[config.mk]
export PLATFORM = sky130hd
export DESIGN_NAME = iod_frame_ctrl
export DESIGN_NICKNAME = d
export VERILOG_FILES = /design/src/rtl/iod_frame_ctrl.sv
export SDC_FILE = /design/constraint.sdc
export NUM_CORES = 1
export LEC_CHECK = 0
export ABC_AREA = 0
export BUFFER_PORTS_ARGS = -buffer_cell sky130_fd_sc_hd__buf_2
export CAP_MARGIN = 20
export CORE_ASPECT_RATIO = 0.75
export CORE_MARGIN = 5
export CORE_UTILIZATION = 51
export DETAILED_ROUTE_END_ITERATION = 10
export PLACE_DENSITY = 0.79
export REMOVE_ABC_BUFFERS = 1
export SLEW_MARGIN = 20
export SYNTH_ARGS = -nofsm -noshare
export SYNTH_HDL_FRONTEND = slang
export SYNTH_SLANG_ARGS = --single-unit
[constraint.sdc]
create_clock -name clk -period 2.6 [get_ports clk]
set_input_delay 0.26 -clock clk [delete_from_list [all_inputs] [get_ports clk]]
set_output_delay 0.26 -clock clk [all_outputs]
set_load 0.05 [all_outputs]
[src/rtl/iod_frame_ctrl.sv]
// -----------------------------------------------------------------------------
// iod_frame_ctrl
// Frame sequencer for the 24-bit serial I/O shifter used by the Morse TX/RX
// path. One accepted start produces one frame of strobes:
//   load -> WORD_W shifts (one per bit period) -> capture -> done.
// The shifter clock inputs are fed from these strobes.
//
// Every output is a register. The value it takes at a clock edge is decoded
// from the state held before that edge. As a result, the strobes appear one
// cycle after the state that produces them is entered.
//
// Optional feature macro: IODC_OVERRUN_EN
//   When defined, the block adds a sticky 'overrun' output. The flag is set
//   when a start request arrives while a frame is in progress. It is cleared
//   by the next accepted start.
// -----------------------------------------------------------------------------
module iod_frame_ctrl #(
  parameter int unsigned WORD_W = 24,
  parameter int unsigned DIV_W  = 16
) (
  input  logic              clk,
  input  logic              rst,
  input  logic              start,
  input  logic              abort,
  input  logic [WORD_W-1:0] tx_data,
  input  logic [DIV_W-1:0]  baud_div,
  input  logic [WORD_W-1:0] iod_dr,
  output logic [WORD_W-1:0] iod_dw,
  output logic              iod_load,
  output logic              iod_shift,
  output logic              iod_capt,
  output logic              iod_enw,
  output logic              busy,
  output logic              done,
  output logic [WORD_W-1:0] rx_data,
  output logic              rx_valid
`ifdef IODC_OVERRUN_EN
  ,
  output logic              overrun
`endif
);

  // The bit counter must be able to hold WORD_W itself, so it has one extra value.
  localparam int unsigned BC_W = $clog2(WORD_W + 1);
  localparam logic [BC_W-1:0]  LAST_BIT = BC_W'(WORD_W - 1);
  localparam logic [BC_W-1:0]  BC_ONE   = BC_W'(1);
  localparam logic [DIV_W-1:0] DIV_ONE  = DIV_W'(1);
  localparam logic [DIV_W-1:0] DIV_ZERO = {DIV_W{1'b0}};

  typedef enum logic [2:0] {
    ST_IDLE  = 3'd0,
    ST_LOAD  = 3'd1,
    ST_SHIFT = 3'd2,
    ST_CAPT  = 3'd3,
    ST_DONE  = 3'd4
  } state_t;

  state_t            state_r, state_s;
  logic [DIV_W-1:0]  div_r, div_s;
  logic [DIV_W-1:0]  cnt_r, cnt_s;
  logic [BC_W-1:0]   bit_cnt_r, bit_cnt_s;
  logic [WORD_W-1:0] iod_dw_r, iod_dw_s;
  logic [WORD_W-1:0] rx_data_r, rx_data_s;
  logic              iod_load_r, iod_load_s;
  logic              iod_shift_r, iod_shift_s;
  logic              iod_capt_r, iod_capt_s;
  logic              iod_enw_r, iod_enw_s;
  logic              busy_r, busy_s;
  logic              done_r, done_s;
  logic              rx_valid_r;
  logic              accept_s;
  logic              frame_act_s;

  // A frame is active whenever the FSM is outside IDLE.
  // A start is taken only in IDLE, and an abort in the same cycle blocks it.
  assign frame_act_s = (state_r != ST_IDLE);
  assign accept_s    = (state_r == ST_IDLE) && start && !abort;

  // Next-state, counter and registered-output decode.
  always_comb begin
    state_s     = state_r;
    div_s       = div_r;
    cnt_s       = cnt_r;
    bit_cnt_s   = bit_cnt_r;
    iod_dw_s    = iod_dw_r;
    rx_data_s   = rx_data_r;
    iod_load_s  = 1'b0;
    iod_shift_s = 1'b0;
    iod_capt_s  = 1'b0;
    iod_enw_s   = 1'b0;
    busy_s      = 1'b0;
    done_s      = 1'b0;

    if (abort && frame_act_s) begin
      // Cancel: back to IDLE with every strobe low and rx_data untouched.
      state_s   = ST_IDLE;
      cnt_s     = DIV_ZERO;
      bit_cnt_s = {BC_W{1'b0}};
    end else begin
      case (state_r)
        ST_IDLE: begin
          if (accept_s) begin
            iod_dw_s = tx_data;
            div_s    = (baud_div == DIV_ZERO) ? DIV_ONE : baud_div;
            state_s  = ST_LOAD;
          end else begin
            state_s = ST_IDLE;
          end
        end
        ST_LOAD: begin
          iod_load_s = 1'b1;
          iod_enw_s  = 1'b1;
          busy_s     = 1'b1;
          bit_cnt_s  = {BC_W{1'b0}};
          cnt_s      = div_r;
          state_s    = ST_SHIFT;
        end
        ST_SHIFT: begin
          iod_enw_s = 1'b1;
          busy_s    = 1'b1;
          // cnt_r never holds 0 here. Using <= keeps a corrupted count from stalling the frame.
          if (cnt_r <= DIV_ONE) begin
            iod_shift_s = 1'b1;
            cnt_s       = div_r;
            bit_cnt_s   = bit_cnt_r + BC_ONE;
            if (bit_cnt_r >= LAST_BIT) begin
              state_s = ST_CAPT;
            end else begin
              state_s = ST_SHIFT;
            end
          end else begin
            cnt_s = cnt_r - DIV_ONE;
          end
        end
        ST_CAPT: begin
          iod_capt_s = 1'b1;
          iod_enw_s  = 1'b1;
          busy_s     = 1'b1;
          state_s    = ST_DONE;
        end
        ST_DONE: begin
          iod_enw_s = 1'b1;
          busy_s    = 1'b1;
          done_s    = 1'b1;
          rx_data_s = iod_dr;
          state_s   = ST_IDLE;
        end
        default: begin
          state_s   = ST_IDLE;
          cnt_s     = DIV_ZERO;
          bit_cnt_s = {BC_W{1'b0}};
        end
      endcase
    end
  end

  // State, counters and output registers, cleared asynchronously by rst.
  always_ff @(posedge clk or negedge rst) begin
    if (!rst) begin
      state_r     <= ST_IDLE;
      div_r       <= DIV_ZERO;
      cnt_r       <= DIV_ZERO;
      bit_cnt_r   <= {BC_W{1'b0}};
      iod_dw_r    <= {WORD_W{1'b0}};
      rx_data_r   <= {WORD_W{1'b0}};
      iod_load_r  <= 1'b0;
      iod_shift_r <= 1'b0;
      iod_capt_r  <= 1'b0;
      iod_enw_r   <= 1'b0;
      busy_r      <= 1'b0;
      done_r      <= 1'b0;
      rx_valid_r  <= 1'b0;
    end else begin
      state_r     <= state_s;
      div_r       <= div_s;
      cnt_r       <= cnt_s;
      bit_cnt_r   <= bit_cnt_s;
      iod_dw_r    <= iod_dw_s;
      rx_data_r   <= rx_data_s;
      iod_load_r  <= iod_load_s;
      iod_shift_r <= iod_shift_s;
      iod_capt_r  <= iod_capt_s;
      iod_enw_r   <= iod_enw_s;
      busy_r      <= busy_s;
      done_r      <= done_s;
      rx_valid_r  <= done_s;
    end
  end

`ifdef IODC_OVERRUN_EN
  logic overrun_r, overrun_s;

  // Sticky overrun: an accepted start clears the flag, but a same-cycle overrun wins.
  always_comb begin
    overrun_s = overrun_r;
    if (start && frame_act_s) begin
      overrun_s = 1'b1;
    end else if (accept_s) begin
      overrun_s = 1'b0;
    end else begin
      overrun_s = overrun_r;
    end
  end

  // Overrun flag register.
  always_ff @(posedge clk or negedge rst) begin
    if (!rst) begin
      overrun_r <= 1'b0;
    end else begin
      overrun_r <= overrun_s;
    end
  end

  assign overrun = overrun_r;
`endif

  assign iod_dw    = iod_dw_r;
  assign iod_load  = iod_load_r;
  assign iod_shift = iod_shift_r;
  assign iod_capt  = iod_capt_r;
  assign iod_enw   = iod_enw_r;
  assign busy      = busy_r;
  assign done      = done_r;
  assign rx_data   = rx_data_r;
  assign rx_valid  = rx_valid_r;

endmodule

==> impl_metrics.tcl, run 1 <==
set metrics [dict create \
    dp_worst_setup_slack_ns 0.195 \
    power_density_nw_per_um2 1020 \
    die_y_um 87.8 \
    cp-startpoint "cnt_r[4]$_DFFE_PN0N_" \
    placed_area_um2 4880 \
    routed_wirelength_um 9540 \
    fp.dieArea_um2 9990 \
    cp.required_ns 2.85 \
    ys_seq_area_share_pct 56.5 \
    nets 521 \
    layout_setup_ws_ns 0.150 \
    critPathCapture "bit_cnt_r[0]$_DFFE_PN0P_" \
    r2r_start "cnt_r[4]$_DFFE_PN0N_" \
    final.setup.tns_ns 0 \
    grt_max_degree 46 \
    reg2reg_to "bit_cnt_r[0]$_DFFE_PN0P_" \
    cts_sinks 93 \
    design_area_um2 5070 \
    cap_violations 0 \
    hp-class "input pin to flop" \
    start_util_pct 52.2 \
    drt_iter0_drc 124 \
    gr-usage-met2_pct 32.2 \
    clockRootBuffer "clkbuf_8" \
    r2r_slack_ns 0.15 \
    start_kind "flop" \
    first_global_vias 3149 \
    ctsResizeCount 0 \
    top_usage_layer "met2" \
    fp-row-count 28 \
    drc 0 \
    clk-insertion-delay-late_ns 0.36 \
    via_count 3084 \
    async_flop_share_pct 100 \
    critical_path_class "flop to flop" \
    h-tree-depth 3 \
    via_per_inst 5.51 \
    ff2ff_path_depth 5 \
    first_pass_iters 4 \
    yosys_warnings 0 \
    tritoncts "built" \
    grt_usage_pct 20.0 \
    tightest_slew_ns 0.738 \
    ys.flop_type "dfrtp_1" \
    finClkSkew_ns 0.00859 \
    hpwl_um 7190 \
    total_power_mw 5.17 \
    outcome "finished, final reports clean" \
    finalCriticalPeriod_ns 2.45 \
    core_area_um2 7880 \
    path_clk_slew_ns 0.10 \
    fmax_mhz 408 \
    grt_pass1_wl_um 15700 \
    synth_edf_count 0 \
    slew_violations 0 \
    cts_max_path_buffers 2 \
    antenna_left 0 \
    synth.distinct_cells 45 \
    synthesis.area_um2 4120 \
    hold_viol_final 0 \
    syn_inst 321 \
    leakage_nw 2.46 \
    ir_drop_mv 0.682 \
    cp-end-kind "flop" \
    wl_per_cell_um 17.0 \
    portBuffers 122 \
    yosysTopAreaCell "dfrtp_1" \
    grt_overflow 0 \
    synth_area_per_cell_um2 12.8 \
    drive_gt1_share_pct 49.0 \
    grt_setup_unrepaired "false" \
    die_w_um 114 \
    setup_violations 0 \
    synth_top_cell_area_share_pct 56.5 \
    arrival_ns 2.70 \
    globalplace.congestion 0.805 \
    area_growth_pct 23.3 \
    ios 123 \
    yosys_register_bits 93 \
    min_period_over_period_pct 94.2 \
    max_slew_margin_pct 50.7 \
    met3_usage_pct 6.77 \
    numCtsBuffers 9 \
    use_met1_pct 26.0 \
    diodes 0 \
    synth.top_cells.by_area "dfrtp_1 57%, mux2_2 18%, a221o_1 2.4%, o21ai_0 1.6%, xnor2_1 1.5%" \
    cp_max_fo 14 \
    antenna_found_initial 0 \
]
[synthesized netlist by cell type, types with 2 or more instances]
cell / number
a21oi_1: 5
a221o_1: 10
a22oi_1: 4
a31oi_1: 4
a41oi_1: 2
and3_1: 5
buf_4: 2
buf_6: 2
clkbuf_1: 12
dfrtp_1: 93
ha_1: 3
inv_1: 5
mux2_2: 65
nand2_1: 10
nand3_1: 5
nand3b_1: 2
nand4_1: 2
nor2_1: 14
nor2b_1: 4
nor3_1: 12
nor3b_1: 2
nor4_1: 7
o211ai_1: 3
o21ai_0: 13
o21bai_1: 2
o31ai_1: 3
or4_4: 3
xnor2_1: 7
xor2_1: 4
[cells in the final DEF, fill, tap and decap left out, types with 2 or more instances in the layout]
| cell | Yosys | layout |
|---|---|---|
| nor3b_1 | 2 | 2 |
| or4_4 | 3 | 3 |
| a41oi_1 | 2 | 2 |
| buf_2 | 1 | 121 |
| dfrtp_1 | 93 | 93 |
| a21oi_1 | 5 | 5 |
| inv_1 | 5 | 5 |
| clkbuf_8 | 0 | 9 |
| nor3_1 | 12 | 12 |
| nand3_1 | 5 | 4 |
| a22oi_1 | 4 | 4 |
| and3_1 | 5 | 5 |
| a221o_1 | 10 | 10 |
| buf_4 | 2 | 14 |
| ha_1 | 3 | 3 |
| nor4_1 | 7 | 7 |
| nor2_1 | 14 | 14 |
| nand4_1 | 2 | 2 |
| mux2_2 | 65 | 65 |
| o211ai_1 | 3 | 3 |
| xor2_1 | 4 | 4 |
| o21bai_1 | 2 | 2 |
| xnor2_1 | 7 | 7 |
| inv_8 | 0 | 2 |
| nor2b_1 | 4 | 4 |
| o21ai_0 | 13 | 13 |
| a31oi_1 | 4 | 4 |
| clkinvlp_4 | 0 | 2 |
| nand2_1 | 10 | 10 |
| o31ai_1 | 3 | 3 |
| inv_6 | 0 | 2 |
| nand3b_1 | 2 | 2 |
[report_power, final]
part	internal (mW)	switching, mW	total (mW)
Clock	0.368	0.541	0.909
Sequential	1.82	0.348	2.17
Combinational	0.783	1.31	2.09
[critical path, stage by stage (launching register included)]
cell and delay [ns]:
dfrtp_1 0.46, or4_4 0.57, or4_4 0.55, o21ai_4 0.36, nand2b_1 0.12, mux2_2 0.27
[logic make-up (layout without fill, tap and decap cells)]
group | count (synthesis) | count (layout) | share of synthesized area, %
compound gates | 52 | 52 | 9.54
xor+xnor | 11 | 11 | 2.34
fa+ha+maj | 3 | 3 | 0.912
buf+inv | 23 | 157 | 2.67
flops | 93 | 93 | 56.5
mux | 65 | 65 | 17.8
simple gates | 74 | 74 | 10.2
[through the flow]
stage               hold slack [ns]  util (%)  cells
floorplan                   -0.0356         -    303
global placement              0.295      61.9    543
detailed placement            0.297      61.9    543
CTS                           0.103      64.4    560
global route                 0.0904      64.4    560
finish                        0.121      64.4    560
[per-layer routing]
metal | up-vias | part of all wire [%]
met1 | 1521 | 43
met2 | 105 | 49
met4 | 0 | 1.4
met5 | - | 0
met3 | 16 | 6.9
li1 | 1442 | -
[layout make-up]
cell class / count / area [um2]
repair buffers: 136 / 721
flip-flops and latches: 93 / 2330
fillers: 627 / 2810
well taps: 105 / 131
clock buffers: 10 / 128
clock inverters: 6 / 55.1
multi-input cells: 205 / 1690
inverters: 5 / 18.8
[what timing repair did]
action / in CTS / in global routing
buffers inserted: 0 / 0
hold buffers: 1 / 0
endpoints found under the setup margin: 0 / 0
endpoints found under the hold margin: 43 / 0
[sequential cells by signal, summed over array words and instances (netlist names)]
name,cells
state_r,3
busy,1
iod_dw,24
div_r,16
rx_data,24
iod_capt,1
iod_load,1
iod_shift,1
rx_valid,1
bit_cnt_r,5
cnt_r,16
[worst min-delay path by stage]
| stage | slack, ns | start | cells past startpoint | to |
|---|---|---|---|---|
| after floorplan | -0.04 | rst | 0 | bit_cnt_r[0]$_DFFE_PN0P_ |
| after global placement | 0.30 | rst | 1 | rx_data[9]$_DFFE_PN0P_ |
| after detailed placement | 0.30 | rst | 1 | rx_data[9]$_DFFE_PN0P_ |
| after CTS | 0.10 | iod_dr[3] | 2 | rx_data[3]$_DFFE_PN0P_ |
| after global routing | 0.09 | iod_dr[14] | 2 | rx_data[14]$_DFFE_PN0P_ |
| final | 0.12 | tx_data[20] | 2 | iod_dw[20]$_DFFE_PN0P_ |
Power figures use the tool's default switching activity.
==> run 2, diff against run 1 <==
--- a/config.mk
+++ b/config.mk
@@ -5,15 +5,16 @@
 export SDC_FILE = /design/constraint.sdc
 export NUM_CORES = 1
 export LEC_CHECK = 0
-export ABC_AREA = 0
+export ABC_AREA = 1
 export BUFFER_PORTS_ARGS = -buffer_cell sky130_fd_sc_hd__buf_2
 export CAP_MARGIN = 20
 export CORE_ASPECT_RATIO = 0.75
 export CORE_MARGIN = 5
-export CORE_UTILIZATION = 51
+export CORE_UTILIZATION = 53
 export DETAILED_ROUTE_END_ITERATION = 10
-export PLACE_DENSITY = 0.79
+export PLACE_DENSITY = 0.8
 export REMOVE_ABC_BUFFERS = 1
+export SKIP_CTS_REPAIR_TIMING = 1
 export SLEW_MARGIN = 20
 export SYNTH_ARGS = -nofsm -noshare
 export SYNTH_HDL_FRONTEND = slang
==> constraint.sdc (replaced) <==
create_clock -name clk -period 2.7 [get_ports clk]
set_input_delay 0.27 -clock clk [delete_from_list [all_inputs] [get_ports clk]]
set_output_delay 0.27 -clock clk [all_outputs]
set_load 0.05 [all_outputs]
==> run 2 against run 1 <==
- the flow now finishes with violations (negative hold slack)
- highest routed layer unchanged
- sequential cell count unchanged
- design area grew 9.1%
- sequential share of layout area fell by 3.8 points
- combinational power is 89% higher
- largest power group is now combinational logic
==> impl_metrics.tcl, run 2 <==
set metrics [dict create \
    synth.most_common_cell "nand2_1" \
    synth.top_cells.by_area "dfrtp_1 51%, nand2_1 23%, nor2_1 2.2%, inv_1 2.0%, nand2_2 1.9%" \
    clk-insertion-delay-late_ns 0.34 \
    min_period_over_period_pct 71.6 \
    grt_usage_pct 22.3 \
    drc 0 \
    worst_path_max_delay_cell "dfrtp_1" \
    nets 762 \
    diodes 0 \
    start_kind "flop" \
    grt_overflow 0 \
    yosys_warnings 0 \
    core_area_um2 8450 \
    netlist_top_cells_count "286 x nand2_1, 93 x dfrtp_1, 27 x nor2_1" \
    first_pass_iters 5 \
    cp-startpoint "cnt_r[0]$_DFFE_PN0N_" \
    fp-row-count 29 \
    ios 123 \
    design_area_um2 5540 \
    power_density_nw_per_um2 1360 \
    critical_path_class "flop to flop" \
    numCtsBuffers 9 \
    grt_setup_unrepaired "false" \
    hpwl_um 8520 \
    r2r_slack_ns 0.77 \
    tritoncts "built" \
    grt_pass1_wl_um 19600 \
    final_common_cell "nand2_1" \
    ys_seq_area_share_pct 50.6 \
    arrival_ns 2.17 \
    ir_drop_mv 1.01 \
    final.setup.tns_ns 0 \
    start_util_pct 54.4 \
    finClkSkew_ns 0.00635 \
    tightest_slew_ns 0.728 \
    outcome "finished with violations" \
    antenna_left 0 \
    synthesis.area_um2 4600 \
    violations "negative hold slack" \
    fillerInstances 709 \
    total_power_mw 7.52 \
    cts_sinks 93 \
    hold_viol_final 49 \
    cp_max_fo 9 \
    synth.distinct_cells 36 \
    path_clk_slew_ns 0.07 \
    ys.flop_type "dfrtp_1" \
    drive_gt1_share_pct 29.1 \
    drt_iter0_drc 285 \
    yosys_register_bits 93 \
    grt_max_degree 51 \
    first_global_vias 3989 \
    crit_top_cell "nand2_1" \
    final_util_pct 65.5 \
    cp-end-kind "flop" \
    placed_area_um2 5270 \
    via_per_inst 5.14 \
    max_stage_delay_ns 0.46 \
    reg2reg_to "cnt_r[13]$_DFFE_PN0N_" \
    async_flop_share_pct 100 \
    cap_violations 0 \
    max_slew_margin_pct 51.4 \
    slew_violations 0 \
    synth_edf_count 0 \
    syn_inst 573 \
    ff2ff_path_depth 13 \
    path_cells "inv_1 -> ha_1 -> inv_2 -> nand2_1 -> nand2_4 -> nor2_8 -> nand3_4 -> nand2_8 -> nand2_1 -> nand2_1 -> nand2_1 -> nand2_1 -> nand2_1" \
    r2r_start "cnt_r[0]$_DFFE_PN0N_" \
    die_y_um 90.7 \
    final_cell_mix "286 x nand2_1, 121 x buf_2, 93 x dfrtp_1, 27 x nor2_1, 24 x inv_1" \
    synth_top_cell_area_share_pct 50.6 \
    wl_per_cell_um 14.2 \
    critPathCapture "cnt_r[13]$_DFFE_PN0N_" \
    via_count 4128 \
    h-tree-depth 3 \
    antenna_found_initial 0 \
    leakage_nw 3.16 \
    portBuffers 122 \
    area_growth_pct 20.3 \
    cts_max_path_buffers 2 \
    finalCriticalPeriod_ns 1.93 \
    yosysTopAreaCell "dfrtp_1" \
    globalplace.congestion 0.991 \
    fmax_mhz 517 \
    cp.required_ns 2.93 \
    synth_area_per_cell_um2 8.03 \
    die_w_um 118 \
    hold_slack_ns -0.0480 \
    fp.dieArea_um2 10700 \
    setup_violations 0 \
    routed_wirelength_um 11400 \
    hp-class "input pin to async pin" \
    clockRootBuffer "clkbuf_16" \
]
run 2: changes by cell type in the layout (fill, tap and decap cells not counted), moves of 13 or more:
| cell | change |
|---|---|
| nand2_1 | +276 |
| mux2_2 | -65 |
| inv_1 | +19 |
| inv_2 | +16 |
| nand2_2 | +14 |
| nand3_1 | +13 |
| nor2_1 | +13 |
run 2: critical path: cells and delay by family, from the launching register on:
family / cells / cell delay [ns]
buf+inv: 2 / 0.17
fa+ha+maj: 1 / 0.27
flops: 1 / 0.46
simple gates: 10 / 0.91
run 2: stage by stage:
step / cells / setup slack [ns]
5_1_grt: 803 / 0.596
3_5_place_dp: 788 / 0.805
6_report: 803 / 0.767
2_1_floorplan: 555 / 1.03
4_1_cts: 803 / 0.760
3_3_place_gp: 788 / 0.877
run 2: cell families after synthesis:
family / count (synthesis) / share of synthesized area (%)
xor+xnor: 8 / 1.52
compound gates: 29 / 3.94
buf+inv: 61 / 6.17
flops: 93 / 50.6
simple gates: 379 / 37.0
fa+ha+maj: 3 / 0.816
run 2: worst min path at each step:
stage,from,end,slack (ns),depth (start not counted)
detailed placement,rst,rx_data[5]$_DFFE_PN0P_,0.34,1
global placement,rst,rx_data[9]$_DFFE_PN0P_,0.34,1
CTS,rst,rx_data[5]$_DFFE_PN0P_,-0.02,1
finish,rst,rx_data[5]$_DFFE_PN0P_,-0.05,1
floorplan,rst,bit_cnt_r[0]$_DFFE_PN0P_,-0.03,0
global route,rst,rx_data[5]$_DFFE_PN0P_,0.003,1
run 2: power breakdown:
group          switching [mW]  internal (mW)  total [mW]
Sequential              0.447           1.97        2.42
Clock                   0.541          0.623        1.16
Combinational            2.94           1.00        3.94
Total                    3.93           3.60        7.52
run 2: cell type report:
class                           instances  area (um2)  area share, %
Clock buffer                           10         229           4.14
Clock inverter                          5        36.3          0.655
Inverter                               43         169           3.05
Multi-Input combinational cell        419        1990           36.0
Sequential cell                        93        2330           42.0
Tap cell                              108         135           2.44
Timing Repair Buffer                  125         648           11.7
run 2: per-layer routing:
layer	vias up	track usage (%)	share of wire, %
met5	-	0	0
met3	15	7.58	8.8
li1	1998	-	-
met4	0	6.97	1.3
met1	1956	30.9	43
met2	159	33.1	47
==> run 3, diff against run 2 <==
--- a/config.mk
+++ b/config.mk
@@ -5,14 +5,14 @@
 export SDC_FILE = /design/constraint.sdc
 export NUM_CORES = 1
 export LEC_CHECK = 0
-export ABC_AREA = 1
+export ABC_AREA = 0
 export BUFFER_PORTS_ARGS = -buffer_cell sky130_fd_sc_hd__buf_2
 export CAP_MARGIN = 20
 export CORE_ASPECT_RATIO = 0.75
 export CORE_MARGIN = 5
-export CORE_UTILIZATION = 53
+export CORE_UTILIZATION = 51
 export DETAILED_ROUTE_END_ITERATION = 10
-export PLACE_DENSITY = 0.8
+export PLACE_DENSITY = 0.79
 export REMOVE_ABC_BUFFERS = 1
 export SKIP_CTS_REPAIR_TIMING = 1
 export SLEW_MARGIN = 20
==> constraint.sdc (replaced) <==
create_clock -name clk -period 1.8 [get_ports clk]
set_input_delay 0.18 -clock clk [delete_from_list [all_inputs] [get_ports clk]]
set_output_delay 0.18 -clock clk [all_outputs]
set_load 0.05 [all_outputs]
==> run 3 against run 2 <==
- count of clock-buffer cells in the layout decreased by 1
- the flow finishes with violations (negative setup slack)
- critical endpoint unchanged
- critical path type unchanged
- global-route usage decreased by 0.86 points
- die area decreased by 6.4%
- clock power increased by 21%
- cell count decreased by 25%
- sequential cell count unchanged
- sequential power increased by 22%
- combinational power increased by 2%
==> impl_metrics.tcl, run 3 (synthesized netlist as in run 1, its figures left out) <==
set metrics [dict create \
    grt_setup_unrepaired "true" \
    min_period_over_period_pct 124 \
    antenna_left 0 \
    die_w_um 114 \
    outcome "finished with violations" \
    crit_top_cell "or4_4" \
    fmax_mhz 447 \
    clk-insertion-delay-late_ns 0.37 \
    drive_gt1_share_pct 54.9 \
    path_cells "or4_4 -> or4_4 -> o21ai_4 -> buf_4 -> a21oi_1 -> a221o_1" \
    final_common_cell "buf_2" \
    violations "negative setup slack" \
    design_area_um2 5510 \
    ios 123 \
    wl_per_cell_um 16.9 \
    cp.required_ns 2.06 \
    cap_violations 0 \
    core_area_um2 7880 \
    hpwl_um 7640 \
    dp_worst_setup_slack_ns -0.484 \
    grt_pass1_wl_um 16900 \
    grt_max_degree 43 \
    dp.cells 582 \
    arrival_ns 2.50 \
    finalCriticalPeriod_ns 2.24 \
    cp-end-kind "flop" \
    critPathBufInv 1 \
    via_count 3268 \
    tritoncts "built" \
    first_pass_iters 4 \
    placed_area_um2 5220 \
    critical_path_class "flop to flop" \
    worst_path_max_delay_cell "or4_4" \
    grt_overflow 0 \
    area_growth_pct 34.0 \
    power_density_nw_per_um2 1520 \
    layout_setup_ws_ns -0.439 \
    max_stage_delay_ns 0.57 \
    globalplace.congestion 0.911 \
    fp-row-count 28 \
    path_clk_slew_ns 0.11 \
    start_kind "flop" \
    final.setup.tns_ns -7.65 \
    start_util_pct 52.2 \
    drt_iter0_drc 164 \
    ir_drop_mv 1.13 \
    diodes 0 \
    cts_sinks 93 \
    tightest_slew_ns 0.544 \
    leakage_nw 2.70 \
    nets 561 \
    setup_violations 22 \
    antenna_found_initial 0 \
    cp_max_fo 8 \
    portBuffers 122 \
    path_delay_family "simple AND/OR/NAND/NOR gates" \
    final_cell_mix "121 x buf_2, 93 x dfrtp_1, 65 x mux2_2, 48 x buf_4, 14 x nor2_1" \
    first_global_vias 3521 \
    h-tree-depth 3 \
    hold_viol_final 0 \
    numCtsBuffers 9 \
    slew_violations 0 \
    die_y_um 87.8 \
    cts_max_path_buffers 2 \
    final_cells 600 \
    routed_wirelength_um 10200 \
    grt_usage_pct 21.4 \
    clockRootBuffer "clkbuf_8" \
    finClkSkew_ns 0.0159 \
    hp-class "input pin to flop" \
    via_per_inst 5.45 \
    drc 0 \
    max_slew_margin_pct 63.7 \
    fp.dieArea_um2 9990 \
]
[run 3: changes by cell type in the layout (fill, tap and decap cells not counted), moves of 8 or more]
cell | before | now
inv_2 | 16 | 0
nand2_1 | 286 | 9
nand3_1 | 17 | 4
o21ai_2 | 9 | 1
buf_4 | 3 | 48
clkbuf_16 | 9 | 0
nand2_2 | 14 | 1
clkbuf_8 | 0 | 9
inv_1 | 24 | 5
nor2_1 | 27 | 14
nor3_1 | 1 | 10
a221o_1 | 0 | 10
mux2_2 | 0 | 65
[run 3: per-stage QoR]
stage	util (%)	power, mW	hold WS (ns)
3_3_place_gp	66.3	6.63	0.168
4_1_cts	68.9	8.18	-0.238
5_1_grt	70.0	8.82	0.00752
2_1_floorplan	-	5.26	-0.116
3_5_place_dp	66.3	6.78	0.175
6_report	70.0	8.36	0.0288
[run 3: layout make-up]
| class | instances | area [um2] |
|---|---|---|
| clock buffers | 9 | 124 |
| clock inverters | 7 | 80.1 |
| fillers | 562 | 2370 |
| inverters | 5 | 18.8 |
| multi-input cells | 205 | 1750 |
| flip-flops and latches | 93 | 2330 |
| well taps | 105 | 131 |
| repair buffers | 176 | 1080 |
[run 3: report_power, final]
group	switching, mW	internal (mW)	total, mW
sequential	0.326	2.63	2.95
combinational	2.33	1.68	4.01
clock	0.845	0.551	1.40
[run 3: final timing paths]
| kind | cells past startpoint | start | slack [ns] | endpoint |
|---|---|---|---|---|
| setup reg to reg | 6 | cnt_r[11]$_DFFE_PN0N_ | -0.44 | cnt_r[13]$_DFFE_PN0N_ |
| hold / removal | 2 | iod_dr[3] | 0.03 | rx_data[3]$_DFFE_PN0P_ |
| max in group asynchronous | 3 | rst | 0.84 | bit_cnt_r[0]$_DFFE_PN0P_ |
| hold reg to reg | 2 | div_r[0]$_DFFE_PN0P_ | 0.50 | div_r[0]$_DFFE_PN0P_ |
| min in group asynchronous | 2 | rst | 0.32 | iod_dw[10]$_DFFE_PN0P_ |
| setup / recovery | 6 | cnt_r[11]$_DFFE_PN0N_ | -0.44 | cnt_r[13]$_DFFE_PN0N_ |
[run 3: layer usage]
layer | track usage [%] | share of wire [%]
met1 | 26.9 | 42
met2 | 35.8 | 49
met3 | 7.39 | 7.3
met4 | 6.00 | 1.7
met5 | 0 | 0
